### src/rtl/mem_access_controller_if.sv
// Data-bus bundle between the load/store engine and data memory.
// Master drives address, lanes and strobes; slave returns data and wait-state.
interface mem_access_controller_if #(
  parameter int ADDR_W = 32
) ();
  logic [ADDR_W-1:0] bus_addr;
  logic [31:0]       bus_wdata;
  logic [3:0]        bus_sel;
  logic              bus_ren;
  logic              bus_wen;
  logic [31:0]       bus_rdata;
  logic              bus_busy;

  modport master (
    output bus_addr, bus_wdata, bus_sel,
    output bus_ren, bus_wen,
    input  bus_rdata, bus_busy
  );

  modport slave (
    input  bus_addr, bus_wdata, bus_sel,
    input  bus_ren, bus_wen,
    output bus_rdata, bus_busy
  );
endinterface

### src/rtl/mem_access_controller.sv
// Sequential load/store engine: one handshaked bus access per LW/LB/SW/SB.
// MISALIGN_TRAP_EN: misaligned word accesses skip the bus and pulse misaligned.
module mem_access_controller #(
  parameter int ADDR_W = 32,
  parameter int DATA_W = 32
) (
  input  logic              clk,
  input  logic              nRst,
  input  logic              read_mem,
  input  logic              write_mem,
  input  logic              load_byte,
  input  logic              store_byte,
  input  logic [ADDR_W-1:0] addr,
  input  logic [DATA_W-1:0] store_data,
  output logic              stall,
  output logic              done,
  output logic [DATA_W-1:0] load_data,
  output logic              misaligned,
  mem_access_controller_if.master bus
);

  typedef enum logic [1:0] {
    IDLE = 2'd0,
    REQ  = 2'd1,
    DONE = 2'd2
  } state_t;

  state_t     state, state_nx;
  logic       req;
  logic       byte_sel;
  logic       trap;
  logic       wr_r;
  logic       byte_r;
  logic [1:0] lane_r;
  logic       mis_r;
  logic [7:0] rbyte;

  assign req      = read_mem | write_mem;
  assign byte_sel = write_mem ? store_byte : load_byte;
  assign rbyte    = bus.bus_rdata[8*lane_r +: 8];

`ifdef MISALIGN_TRAP_EN
  assign trap = !byte_sel && (addr[1:0] != 2'b00);

  always_ff @(posedge clk or negedge nRst) begin
    if (!nRst)
      mis_r <= 1'b0;
    else if (state == IDLE && req)
      mis_r <= trap;
  end
`else
  assign trap  = 1'b0;
  assign mis_r = 1'b0;
`endif

  always_ff @(posedge clk or negedge nRst) begin
    if (!nRst)
      state <= IDLE;
    else
      state <= state_nx;
  end

  always_comb begin
    state_nx = state;
    unique case (state)
      IDLE: if (req) state_nx = trap ? DONE : REQ;
      REQ:  if (!bus.bus_busy) state_nx = DONE;
      DONE: state_nx = IDLE;
      default: state_nx = IDLE;
    endcase
  end

  // Strobes decode from state alone so an async reset drops them at once.
  always_comb begin
    stall       = 1'b0;
    done        = 1'b0;
    misaligned  = 1'b0;
    bus.bus_ren = 1'b0;
    bus.bus_wen = 1'b0;
    unique case (state)
      IDLE: stall = req;
      REQ: begin
        stall       = 1'b1;
        bus.bus_ren = !wr_r;
        bus.bus_wen = wr_r;
      end
      DONE: begin
        done       = 1'b1;
        misaligned = mis_r;
      end
      default: ;
    endcase
  end

  always_ff @(posedge clk or negedge nRst) begin
    if (!nRst) begin
      wr_r          <= 1'b0;
      byte_r        <= 1'b0;
      lane_r        <= 2'b00;
      load_data     <= '0;
      bus.bus_addr  <= '0;
      bus.bus_wdata <= '0;
      bus.bus_sel   <= 4'b0000;
    end else begin
      if (state == IDLE && req) begin
        wr_r         <= write_mem;
        byte_r       <= byte_sel;
        lane_r       <= addr[1:0];
        bus.bus_addr <= {addr[ADDR_W-1:2], 2'b00};
        bus.bus_sel  <= byte_sel ? (4'b0001 << addr[1:0]) : 4'b1111;
        bus.bus_wdata <= (write_mem && store_byte) ?
                         {4{store_data[7:0]}} : store_data;
        if (trap && !write_mem)
          load_data <= '0;
      end
      if (state == REQ && !bus.bus_busy && !wr_r)
        load_data <= byte_r ? {{24{rbyte[7]}}, rbyte} : bus.bus_rdata;
    end
  end

endmodule

### src/flat_wrapper.sv
// flat-port wrapper written by rule: the top's interface ports become plain ports
module mem_access_controller_flat 
#(
  parameter int ADDR_W = 32,
  parameter int DATA_W = 32
)
  (clk, nRst, read_mem, write_mem, load_byte, store_byte, addr, store_data, stall, done, load_data, misaligned, bus_bus_addr, bus_bus_wdata, bus_bus_sel, bus_bus_ren, bus_bus_wen, bus_bus_rdata, bus_bus_busy);
  mem_access_controller_if #(.ADDR_W(ADDR_W)) bus_i ();
  input  logic clk;
  input  logic nRst;
  input  logic read_mem;
  input  logic write_mem;
  input  logic load_byte;
  input  logic store_byte;
  input  logic [ADDR_W-1:0] addr;
  input  logic [DATA_W-1:0] store_data;
  output logic stall;
  output logic done;
  output logic [DATA_W-1:0] load_data;
  output logic misaligned;
  output wire logic [$bits(bus_i.bus_addr)-1:0] bus_bus_addr;
  output wire logic [$bits(bus_i.bus_wdata)-1:0] bus_bus_wdata;
  output wire logic [$bits(bus_i.bus_sel)-1:0] bus_bus_sel;
  output wire logic [$bits(bus_i.bus_ren)-1:0] bus_bus_ren;
  output wire logic [$bits(bus_i.bus_wen)-1:0] bus_bus_wen;
  input wire logic [$bits(bus_i.bus_rdata)-1:0] bus_bus_rdata;
  input wire logic [$bits(bus_i.bus_busy)-1:0] bus_bus_busy;
  assign bus_bus_addr = bus_i.bus_addr;
  assign bus_bus_wdata = bus_i.bus_wdata;
  assign bus_bus_sel = bus_i.bus_sel;
  assign bus_bus_ren = bus_i.bus_ren;
  assign bus_bus_wen = bus_i.bus_wen;
  assign bus_i.bus_rdata = bus_bus_rdata;
  assign bus_i.bus_busy = bus_bus_busy;
  mem_access_controller #(.ADDR_W(ADDR_W), .DATA_W(DATA_W)) u_core (.clk(clk), .nRst(nRst), .read_mem(read_mem), .write_mem(write_mem), .load_byte(load_byte), .store_byte(store_byte), .addr(addr), .store_data(store_data), .stall(stall), .done(done), .load_data(load_data), .misaligned(misaligned), .bus(bus_i));
endmodule
### config.mk
export PLATFORM = sky130hd
export DESIGN_NAME = mem_access_controller_flat
export DESIGN_NICKNAME = d
export VERILOG_FILES = /design/src/rtl/mem_access_controller_if.sv /design/src/rtl/mem_access_controller.sv /design/src/flat_wrapper.sv
export SDC_FILE = /design/constraint.sdc
export NUM_CORES = 1
export LEC_CHECK = 0
export CELL_PAD_IN_SITES_DETAIL_PLACEMENT = 1
export CELL_PAD_IN_SITES_GLOBAL_PLACEMENT = 1
export CORE_UTILIZATION = 33
export DETAILED_ROUTE_END_ITERATION = 16
export PLACE_DENSITY_LB_ADDON = 0.1
export SYNTH_ARGS = -nofsm -noshare
export SYNTH_HDL_FRONTEND = slang
export SYNTH_SLANG_ARGS = --single-unit
### constraint.sdc
create_clock -name clk -period 2.3 [get_ports clk]
set_input_delay 0.46 -clock clk [delete_from_list [all_inputs] [get_ports clk]]
set_output_delay 0.46 -clock clk [all_outputs]
set_load 0.02 [all_outputs]
==> results by group <==
Run status
  • Run status: finished clean

Finish
  • Fraction of layout cells with a size suffix above 1: about an eighth
  • Final antenna diode count: 0
  • Design Area, Final: roughly 7000 sq um
  • Nets: between 700 and 800
  • Area growth syn-to-layout: 56.47%

Synth
  • Mapped Area: around 4500 sq um
  • Mean Syn Cell Area: 10.46 sq um
  • Area leader, netlist: dfrtp_1
  • Post-Syn Instances: 429
  • Most common cell in the netlist: dfrtp_1
  • Number of synthesized register bits: 104
  • Yosys top cell area share: between 50% and 60%
  • Area contributors post-synth: dfrtp_1, mux2_2, a21oi_1, o21ai_0, nand2_1
  • Synth warn: 0
  • Synth top cells by count: dfrtp_1, a21oi_1, o21ai_0
  • Asr flop ratio synth: 100.0%
  • Post-synth EDFFs: 0
  • Post-synth top flop: dfrtp_1
  • Distinct cells, synth: 26
  • Share of the yosys chip area belonging to registers: between 50% and 60%

Critical path
  • Crit path arrival time: between 1.5 and 2 ns
  • Startpoint type of the worst setup path: input pin
  • Max FO, Critical Path: 2
  • Worst endpoint required time: 1.84 ns
  • Crit path capture type: output pin
  • Crit Path Category: input pin to output pin

Global routing
  • Number of global-route vias before repair: 4238
  • Antenna violations before repair: 0
  • Congestion Overflow GR: 0
  • Gr usage total: between 20% and 30%
  • Largest net degree at the start of global routing: between 40 and 50
  • First-pass GRT wire length: about 22000 um

STA
  • Fmax: around 0.46 GHz
  • Worst slew pin tran: 0.6127 ns
  • Crit path time final: between 2 and 2.5 ns
  • Final setup viols: 0
  • Clock Skews: ~0.0072 ns
  • RSZ-0062 raised after global routing: no
  • Final Hold Viols: 0
  • Worst Setup Slack, final: between 0.1 and 0.15 ns
  • Max-slew headroom: roughly three fifths
  • Period Utilization, post-route: a little over 90%
  • Worst hold margin: about 0.087 ns
  • TNS Setup: 0 ns
  • Fin. max-slew vios: 0

Pwr
  • Static leakage: roughly 2.9 nW
  • Clock Power Share: between 10% and 20%
  • Worst vdd ir: between 0.5 and 0.6 mV
  • Sequential share of power: 32.6%
  • Net switching power: 0.003949 W
  • Logic pwr share: around 52%
  • Design Power: between 0.01 and 0.015 W
  • Net Sw Frac: about two fifths
  • Pwr/cell area: ~1400 nW/um^2
  • Internal power: 0.006179 W

Clocking
  • Reg clk slew, reported paths: 0.07 ns
  • TritonCTS clock tree: done
  • Setup bufs post-CTS: 0
  • CTS Buf Count: 9
  • CTS max path bufs: 2
  • Worst-skew pair later-pin latency: between 0.3 and 0.4 ns
  • Clk sinks: 104
  • Htree depth: 3
  • CTS Hold Bufs: 0
  • Clk root buf: clkbuf_16
  • Post-cts sizing count: 0

Drt
  • Remaining DRCs: 0
  • Drt pass-1 iters: 4
  • ANT nets after route: 0
  • Vias: 3893
  • DR vias/cell: approximately 4.8
  • Drt initial violations: 145
  • Average wire per standard cell: between 15 and 20 um
  • Post-Route WL: 13740 um

Place
  • Worst slack, placed: around 0.14 ns
  • DP Area: approximately 6700 sq um
  • Final RePlAce weighted congestion: between 0.7 and 0.8
  • Port buffer count: between 200 and 250
  • HPWL after DPL: between 10000 and 15000 um

Floorplan
  • Die height: 118.6 um
  • Initial cell density of the core: roughly a third
  • I/O pin total: 208
  • Row Count: 42
  • Core area: 13240 sq um
  • Die ar.: around 14000 sq um
  • Die width: between 100 and 150 um

Min path
  • Hold WC Path Type: input pin to asynchronous set/reset pin

Job
  • Max Cap Viol: 0
[path summary, 6_finish.rpt]
| check | start | endpoint | slack, ns | cells after the start |
|---|---|---|---|---|
| setup / recovery | write_mem | stall | 0.15 | 4 |
| hold / removal | nRst | u_core.load_data[0] | 0.09 | 1 |
| setup reg to reg | u_core.lane_r[1] | u_core.load_data[29] | 0.68 | 4 |
| hold reg to reg | u_core.bus.bus_wdata[25] | u_core.bus.bus_wdata[25] | 0.48 | 2 |
| max in group asynchronous | nRst | u_core.bus.bus_addr[29] | 1.56 | 2 |
| min in group clk | u_core.bus.bus_wdata[25] | u_core.bus.bus_wdata[25] | 0.48 | 2 |
[kinds of logic (layout without fill, tap and decap cells)]
logic type | Yosys count | count (layout) | share of synthesized area [%]
muxes | 41 | 41 | 10.49
DFF | 104 | 104 | 58.00
other | 1 | 3 | 0.08358
buffers and inverters | 43 | 246 | 5.884
AOI/OAI and AO/OA | 133 | 133 | 14.95
and+or+nand+nor | 107 | 107 | 10.60
[sequential cells by signal, summed over array words and instances (netlist names)]
register              cells
u_core.bus.bus_wdata     32
u_core.load_data         32
u_core.bus.bus_addr      30
u_core.bus.bus_sel        4
u_core.lane_r             2
u_core.state              2
u_core.byte_r             1
u_core.wr_r               1
[power groups by stage]
stage / Combinational [W] / Clock [W] / Sequential, W
6_report: 0.00527 / 0.00156 / 0.00330
5_1_grt: 0.00567 / 0.00167 / 0.00343
4_1_cts: 0.00535 / 0.00161 / 0.00332
3_5_place_dp: 0.00532 / 0 / 0.00335
3_3_place_gp: 0.00520 / 0 / 0.00330
2_1_floorplan: 0.00180 / 0 / 0.00429
[worst max-delay path, stage by stage]
cell	delay [ns]
clkdlybuf4s50_1	0.49
nor3_1	0.06
nor2_1	0.08
clkdlybuf4s50_1	0.60
[per-layer routing]
metal	GRT usage [%]	vias to the layer above	wire length, um
li1	-	1863	-
met1	24.80	1899	5699
met2	34.50	118	6782
met3	6.081	13	1043
met4	7.278	0	211
met5	0	-	0
[area by class of cell]
| cell class | count | area [sq um] |
|---|---|---|
| multi-input combinational | 284 | 1644 |
| sequential | 104 | 2603 |
| timing repair buffer | 219 | 2215 |
| inverter | 11 | 41.29 |
| tap | 176 | 220.2 |
| clock inverter | 4 | 51.30 |
| fill | 1461 | 6222 |
| clock buffer | 12 | 246.5 |
[layout by cell type, fill, tap and decap left out, types with 2 or more instances in the layout]
master and n:
dfrtp_1 104, nand2_1 42, buf_12 5, inv_1 10, conb_1 3, clkbuf_16 9, clkbuf_1 2, nor2b_1 7
clkdlybuf4s50_1 203, o21ai_0 50, mux2i_1 2, mux2_2 38, nor3_1 7, buf_4 11, nor2_1 32, o21ai_1 2
a21oi_1 78, and3_1 8, nand3_1 6
[metrics by stage]
step	cells	util, %
after floorplan	431	-
after detailed placement	794	50.77
after global routing	810	53.01
after global placement	794	50.77
after CTS	810	53.01
final	810	53.01
(Power assumes the default switching activity.)
